[src/rtl/da_pkg.sv]
// Shared constants, FSM encoding and sizing helper for the DA bit slicer.
// Optional output pipeline stage: define DA_ADDR_PIPE_EN.
package da_pkg;

    localparam int DA_DATA_W  = 16;
    localparam int DA_NUM_LUT = 8;
    localparam int DA_LUT_IN  = 4;

    localparam logic [1:0] ST_IDLE  = 2'd0;
    localparam logic [1:0] ST_SHIFT = 2'd1;
    localparam logic [1:0] ST_DRAIN = 2'd2;

    function automatic int da_cnt_w(input int n);
        return (n > 1) ? $clog2(n) : 1;
    endfunction

endpackage

[src/rtl/da_tap_line.sv]
// FIR tap delay line with load enable, async clear and bit-plane select.
// Optional output pipeline stage in the top: define DA_ADDR_PIPE_EN.
module da_tap_line
    import da_pkg::*;
#(
    parameter int DATA_W = DA_DATA_W,
    parameter int TAPS   = DA_NUM_LUT * DA_LUT_IN,
    localparam int SEL_W = da_cnt_w(DATA_W)
) (
    input  logic              clk_i,
    input  logic              rst_i,
    input  logic              load_i,
    input  logic [DATA_W-1:0] data_i,
    input  logic [SEL_W-1:0]  sel_i,
    output logic [TAPS-1:0]   plane_o
);

    logic [DATA_W-1:0] taps_q [TAPS];
    logic [DATA_W-1:0] taps_d [TAPS];

    always_comb begin
        taps_d = taps_q;
        if (load_i) begin
            taps_d[0] = data_i;
            for (int i = 1; i < TAPS; i++) begin
                taps_d[i] = taps_q[i-1];
            end
        end
    end

    always_ff @(posedge clk_i or posedge rst_i) begin
        if (rst_i) begin
            taps_q <= '{default: '0};
        end else if (load_i) begin
            taps_q <= taps_d;
        end
    end

    // Plane comes from the next contents so the first slice can be registered
    // in the same edge that loads the new sample.
    always_comb begin
        plane_o = '0;
        for (int i = 0; i < TAPS; i++) begin
            plane_o[i] = taps_d[i][sel_i];
        end
    end

endmodule

[src/rtl/da_bit_slicer.sv]
// DA FIR front end: sample handshake, tap line and MSB-first bit-plane slicer.
// Optional output pipeline stage: define DA_ADDR_PIPE_EN.
module da_bit_slicer
    import da_pkg::*;
#(
    parameter int DATA_W  = DA_DATA_W,
    parameter int NUM_LUT = DA_NUM_LUT,
    parameter int LUT_IN  = DA_LUT_IN
) (
    input  logic                      clk3,
    input  logic                      reset,
    input  logic [DATA_W-1:0]         in_data,
    input  logic                      in_valid,
    output logic                      in_ready,
    output logic [NUM_LUT*LUT_IN-1:0] lut_addr,
    output logic                      addr_valid,
    output logic                      slice_first,
    output logic                      slice_last,
    output logic                      sum_latch
);

    localparam int TAPS  = NUM_LUT * LUT_IN;
    localparam int CNT_W = da_cnt_w(DATA_W);
    localparam logic [CNT_W-1:0] K_LAST = CNT_W'(DATA_W - 1);

    logic [1:0]       state_q, state_d;
    logic [CNT_W-1:0] k_q, k_d;
    logic [CNT_W-1:0] bit_sel;
    logic             load;
    logic [TAPS-1:0]  plane;

    logic             ready_q, ready_d;
    logic [TAPS-1:0]  addr_q, addr_d;
    logic             valid_q, valid_d;
    logic             first_q, first_d;
    logic             last_q, last_d;
    logic             sum_q, sum_d;

    assign load = (state_q == ST_IDLE) && ready_q && in_valid;

    always_comb begin
        state_d = state_q;
        k_d     = k_q;
        unique case (state_q)
            ST_IDLE: begin
                if (load) begin
                    state_d = ST_SHIFT;
                    k_d     = '0;
                end
            end
            ST_SHIFT: begin
                if (k_q == K_LAST) begin
                    state_d = ST_DRAIN;
                end else begin
                    k_d = k_q + CNT_W'(1);
                end
            end
            ST_DRAIN: state_d = ST_IDLE;
            default:  state_d = ST_IDLE;
        endcase
    end

    assign bit_sel = K_LAST - k_d;

    da_tap_line #(
        .DATA_W (DATA_W),
        .TAPS   (TAPS)
    ) u_taps (
        .clk_i   (clk3),
        .rst_i   (reset),
        .load_i  (load),
        .data_i  (in_data),
        .sel_i   (bit_sel),
        .plane_o (plane)
    );

    // Outputs are decoded from next state so they toggle only on clk3 edges.
    always_comb begin
        valid_d = (state_d == ST_SHIFT);
        addr_d  = valid_d ? plane : '0;
        first_d = valid_d && (k_d == '0);
        last_d  = valid_d && (k_d == K_LAST);
        sum_d   = (state_d == ST_DRAIN);
        ready_d = (state_d == ST_IDLE);
    end

    always_ff @(posedge clk3 or posedge reset) begin
        if (reset) begin
            state_q <= ST_IDLE;
            k_q     <= '0;
            ready_q <= 1'b0;
            addr_q  <= '0;
            valid_q <= 1'b0;
            first_q <= 1'b0;
            last_q  <= 1'b0;
            sum_q   <= 1'b0;
        end else begin
            state_q <= state_d;
            k_q     <= k_d;
            ready_q <= ready_d;
            addr_q  <= addr_d;
            valid_q <= valid_d;
            first_q <= first_d;
            last_q  <= last_d;
            sum_q   <= sum_d;
        end
    end

    assign in_ready = ready_q;

`ifdef DA_ADDR_PIPE_EN
    logic [TAPS-1:0] addr_p_q;
    logic            valid_p_q;
    logic            first_p_q;
    logic            last_p_q;
    logic            sum_p_q;

    always_ff @(posedge clk3 or posedge reset) begin
        if (reset) begin
            addr_p_q  <= '0;
            valid_p_q <= 1'b0;
            first_p_q <= 1'b0;
            last_p_q  <= 1'b0;
            sum_p_q   <= 1'b0;
        end else begin
            addr_p_q  <= addr_q;
            valid_p_q <= valid_q;
            first_p_q <= first_q;
            last_p_q  <= last_q;
            sum_p_q   <= sum_q;
        end
    end

    assign lut_addr    = addr_p_q;
    assign addr_valid  = valid_p_q;
    assign slice_first = first_p_q;
    assign slice_last  = last_p_q;
    assign sum_latch   = sum_p_q;
`else
    assign lut_addr    = addr_q;
    assign addr_valid  = valid_q;
    assign slice_first = first_q;
    assign slice_last  = last_q;
    assign sum_latch   = sum_q;
`endif

endmodule
[config.mk]
export PLATFORM = sky130hd
export DESIGN_NAME = da_bit_slicer
export DESIGN_NICKNAME = d
export VERILOG_FILES = /design/src/rtl/da_pkg.sv /design/src/rtl/da_tap_line.sv /design/src/rtl/da_bit_slicer.sv
export SDC_FILE = /design/constraint.sdc
export NUM_CORES = 2
export LEC_CHECK = 0
export CAP_MARGIN = 5
export CORE_UTILIZATION = 40
export CTS_CLUSTER_SIZE = 14
export DETAILED_ROUTE_END_ITERATION = 10
export MAX_ROUTING_LAYER = met4
export PLACE_DENSITY = 0.63
export SLEW_MARGIN = 5
export SYNTH_ARGS = -nofsm -noshare
export SYNTH_HDL_FRONTEND = slang
export SYNTH_SLANG_ARGS = --single-unit
[constraint.sdc]
create_clock -name clk3 -period 21.7 [get_ports clk3]
set_input_delay 3.255 -clock clk3 [delete_from_list [all_inputs] [get_ports clk3]]
set_output_delay 3.255 -clock clk3 [all_outputs]
set_load 0.02 [all_outputs]
==> flow_summary.ini <==
[run_status]
status = finished clean

[synthesis]
yosysWarnings = 0
synthMuxAreaShare_pct = 29.0
synth-xor-area-share_pct = 0.0351
syn-num-nets = 1987
syn_avg_cell_area_um2 = 12.7
synth_simple_gate_area_share_pct = 9.09
yosysSeqAreaShare_pct = 55.7
synth_fa_ha_area_share_pct = 0.0502
synth_top_family_by_area = multiplexers
synth_enable_flop_cells = 0
synthCells = 1967
yosys.area.top_type_share_pct = 55.7
synth_flop_cell = dfrtp_1
yosysMostFrequentCell = dfrtp_1
async_flop_share_pct = 100
synth.cell_area_um2 = 24900
ys_types = 41
synth_compound_area_share_pct = 3.15
synth_area_leader_cell = dfrtp_1
synth.ff_latch_count = 555
synthTopCellsByCount = dfrtp_1 (555), nand2_1 (455), mux2_2 (364)
synthTopCellsByArea = dfrtp_1 (56%), mux2_2 (16%), nand2_1 (6.8%), mux2i_1 (6.3%), mux4_2 (5.8%)

[floorplanning]
ioPinCount = 56
die_y_um = 252
initial_core_util_pct = 40.4
core_um2 = 61700
die_area_um2 = 63400
die_w_um = 252
rows = 91

[power_and_ir_drop]
intPower_w = 0.00217
peakVddDrop_v = 0.000126
p_clk_share_pct = 27.8
switchingPower_w = 0.00129
p_per_area_nw_per_um2 = 124
switching_share_pct = 37.2
power_w = 0.00346
p_leak_nw = 14.2
comb_power_share_pct = 37.1
p_seq_share_pct = 35.1

[routing]
drc_errors = 0
drt-total-wl_um = 59000
wl_per_cell_um = 20.6
drtPass1Iterations = 5
viasPerCell = 5.30
ant_nets = 0
drt_iter0_drc = 1027
num_vias = 15200

[critical_path]
arrival_ns = 8.59
reg2reg_from = state_q[1]
cp_slowest_cell = buf_4
cp_cell_sequence = clkdlybuf4s50_1 -> nand3b_4 -> or2_4 -> buf_4 -> buf_4 -> buf_4 -> mux2_2 -> mux4_2 -> o21a_1 -> o21ai_1 -> nand3_1
startpoint = in_valid
worstSetupPathType = primary input to flop
required_ns = 22.19
cp_top_family = buffers and inverters
start_kind = primary input
crit_path_end_kind = flop
cp_slowest_stage_delay_ns = 0.91
path_common_cell = buf_4
cp.buffers_inverters = 4
worstPathMaxFanout = 85

[timing]
maxSlewHeadroom_pct = 25.6
hold_violations = 0
finalMaxSlewViolations = 0
finalSetupViolations = 0
hold_slack_ns = 0.473
period_minus_slack_ns = 8.11
period_share_pct = 37.4
worst_pin_slew_ns = 1.12
skew_ns = 0.0261
fin_tns_setup_ns = 0
fmax_mhz = 123
rsz0062_at_grt = false

[global_route]
antenna_found_initial = 3
grt_max_degree = 136
grt_pass1_vias = 16200
grt_pass1_wl_um = 94200
grt-ovfl-total = 0
grtUsageTotal_pct = 19.5

[final_layout]
syn_to_final_growth_pct = 11.9
drive_gt1_share_pct = 28.0
nets = 1999
nFillCells = 5563
design_area_um2 = 27900

[placed_design]
dpl_cell_area_um2 = 26100
place.gp.congestion = 0.811
dp_hpwl_um = 38000
io_buffers = 55

[clock_tree]
cts_buffers = 56
postCtsSetupRepairBufs = 0
holdBufCountCts = 0
cts.repair.resized = 0
clk_latency_ns = 0.62
clk_pin_slew_ns = 0.06
htreeDepth = 2
clock_tree.buffer_depth = 3
cts_tree = done
clock-sinks = 555
cts_root_buffer = clkbuf_16

[min_path]
hold_class = flop to flop
hold_start = u_taps.taps_q[15]

[flow_run]
cap_violations = 0
tightest hold or removal path: cells and delay by family, from the launching register on:
family           cells  cell delay [ns]
and+or+nand+nor      2             0.12
DFF                  1             0.32
power groups by stage:
stage                     sequential (W)  clock (W)  combinational (W)
after floorplan                  0.00123          0           0.000896
after CTS                        0.00122   0.000984            0.00129
after global placement           0.00123          0            0.00128
final                            0.00122   0.000961            0.00128
after global routing             0.00123    0.00103            0.00137
after detailed placement         0.00123          0            0.00129
cell usage in the layout, fill, tap and decap left out, drive strengths merged, types with 2 or more instances in the layout:
cell and count:
nand3 14, o21a 10, clkdlybuf4s50 55, mux4 64
a21oi 16, bufinv 2, mux2i 157, clkinv 17
a311o 4, a21o 2, o211ai 29, diode 2
o21ai 24, o32a 4, nand2 455, nor3 9
o41ai 14, nor2 64, clkbuf 84, inv 7
o21ba 4, buf 27, dfrtp 555, nand2b 24
mux2 372
path summary, 6_finish.rpt:
| check | end | slack [ns] | cells after the start |
|---|---|---|---|
| setup / recovery | lut_addr[22] | 13.59 | 11 |
| hold / removal | u_taps.taps_q[15] | 0.47 | 2 |
| setup reg to reg | lut_addr[22] | 16.22 | 10 |
| hold reg to reg | u_taps.taps_q[15] | 0.47 | 2 |
| max in group asynchronous | u_taps.taps_q[354] | 15.18 | 5 |
| min in group asynchronous | u_taps.taps_q[1] | 3.25 | 2 |
kinds of logic (layout without fill, tap and decap cells):
logic type	count (synthesis)	count (layout)
xor+xnor	1	1
simple gates	572	572
mux	593	593
compound gates	110	110
fa+ha+maj	1	1
buf+inv	135	192
other cells	0	2
flops	555	555
state kept, by name, indices dropped and copies added (netlist names):
name           flops
state_q            2
lut_addr          32
in_ready           1
u_taps.taps_q    512
addr_valid         1
sum_latch          1
slice_first        1
k_q                4
slice_last         1
final cells by class:
class / instances / area, um2 / share of cell area (%)
inverter: 7 / 36.3 / 0.130
antenna: 2 / 5.00 / 0.0179
tap: 837 / 1050 / 3.75
clock inverter: 19 / 156 / 0.560
multi-input combinational: 1277 / 10300 / 37.0
clock buffer: 84 / 1680 / 6.02
sequential: 555 / 13900 / 49.8
timing repair buffer: 82 / 766 / 2.74
layer usage:
layer | wire length [um] | GRT usage [%]
met5 | 0 | -
met4 | 1360 | 5.45
met3 | 2740 | 3.35
met1 | 28100 | 27.5
met2 | 26800 | 29.2
metrics by stage:
step	std cells	worst slack [ns]	util [%]
2_1_floorplan	1967	2.93	-
3_3_place_gp	2758	13.09	42.2
3_5_place_dp	2758	13.02	42.2
4_1_cts	2861	13.68	45.2
5_1_grt	2863	13.28	45.2
6_report	2863	13.59	45.2
Power figures use the tool's default switching activity.
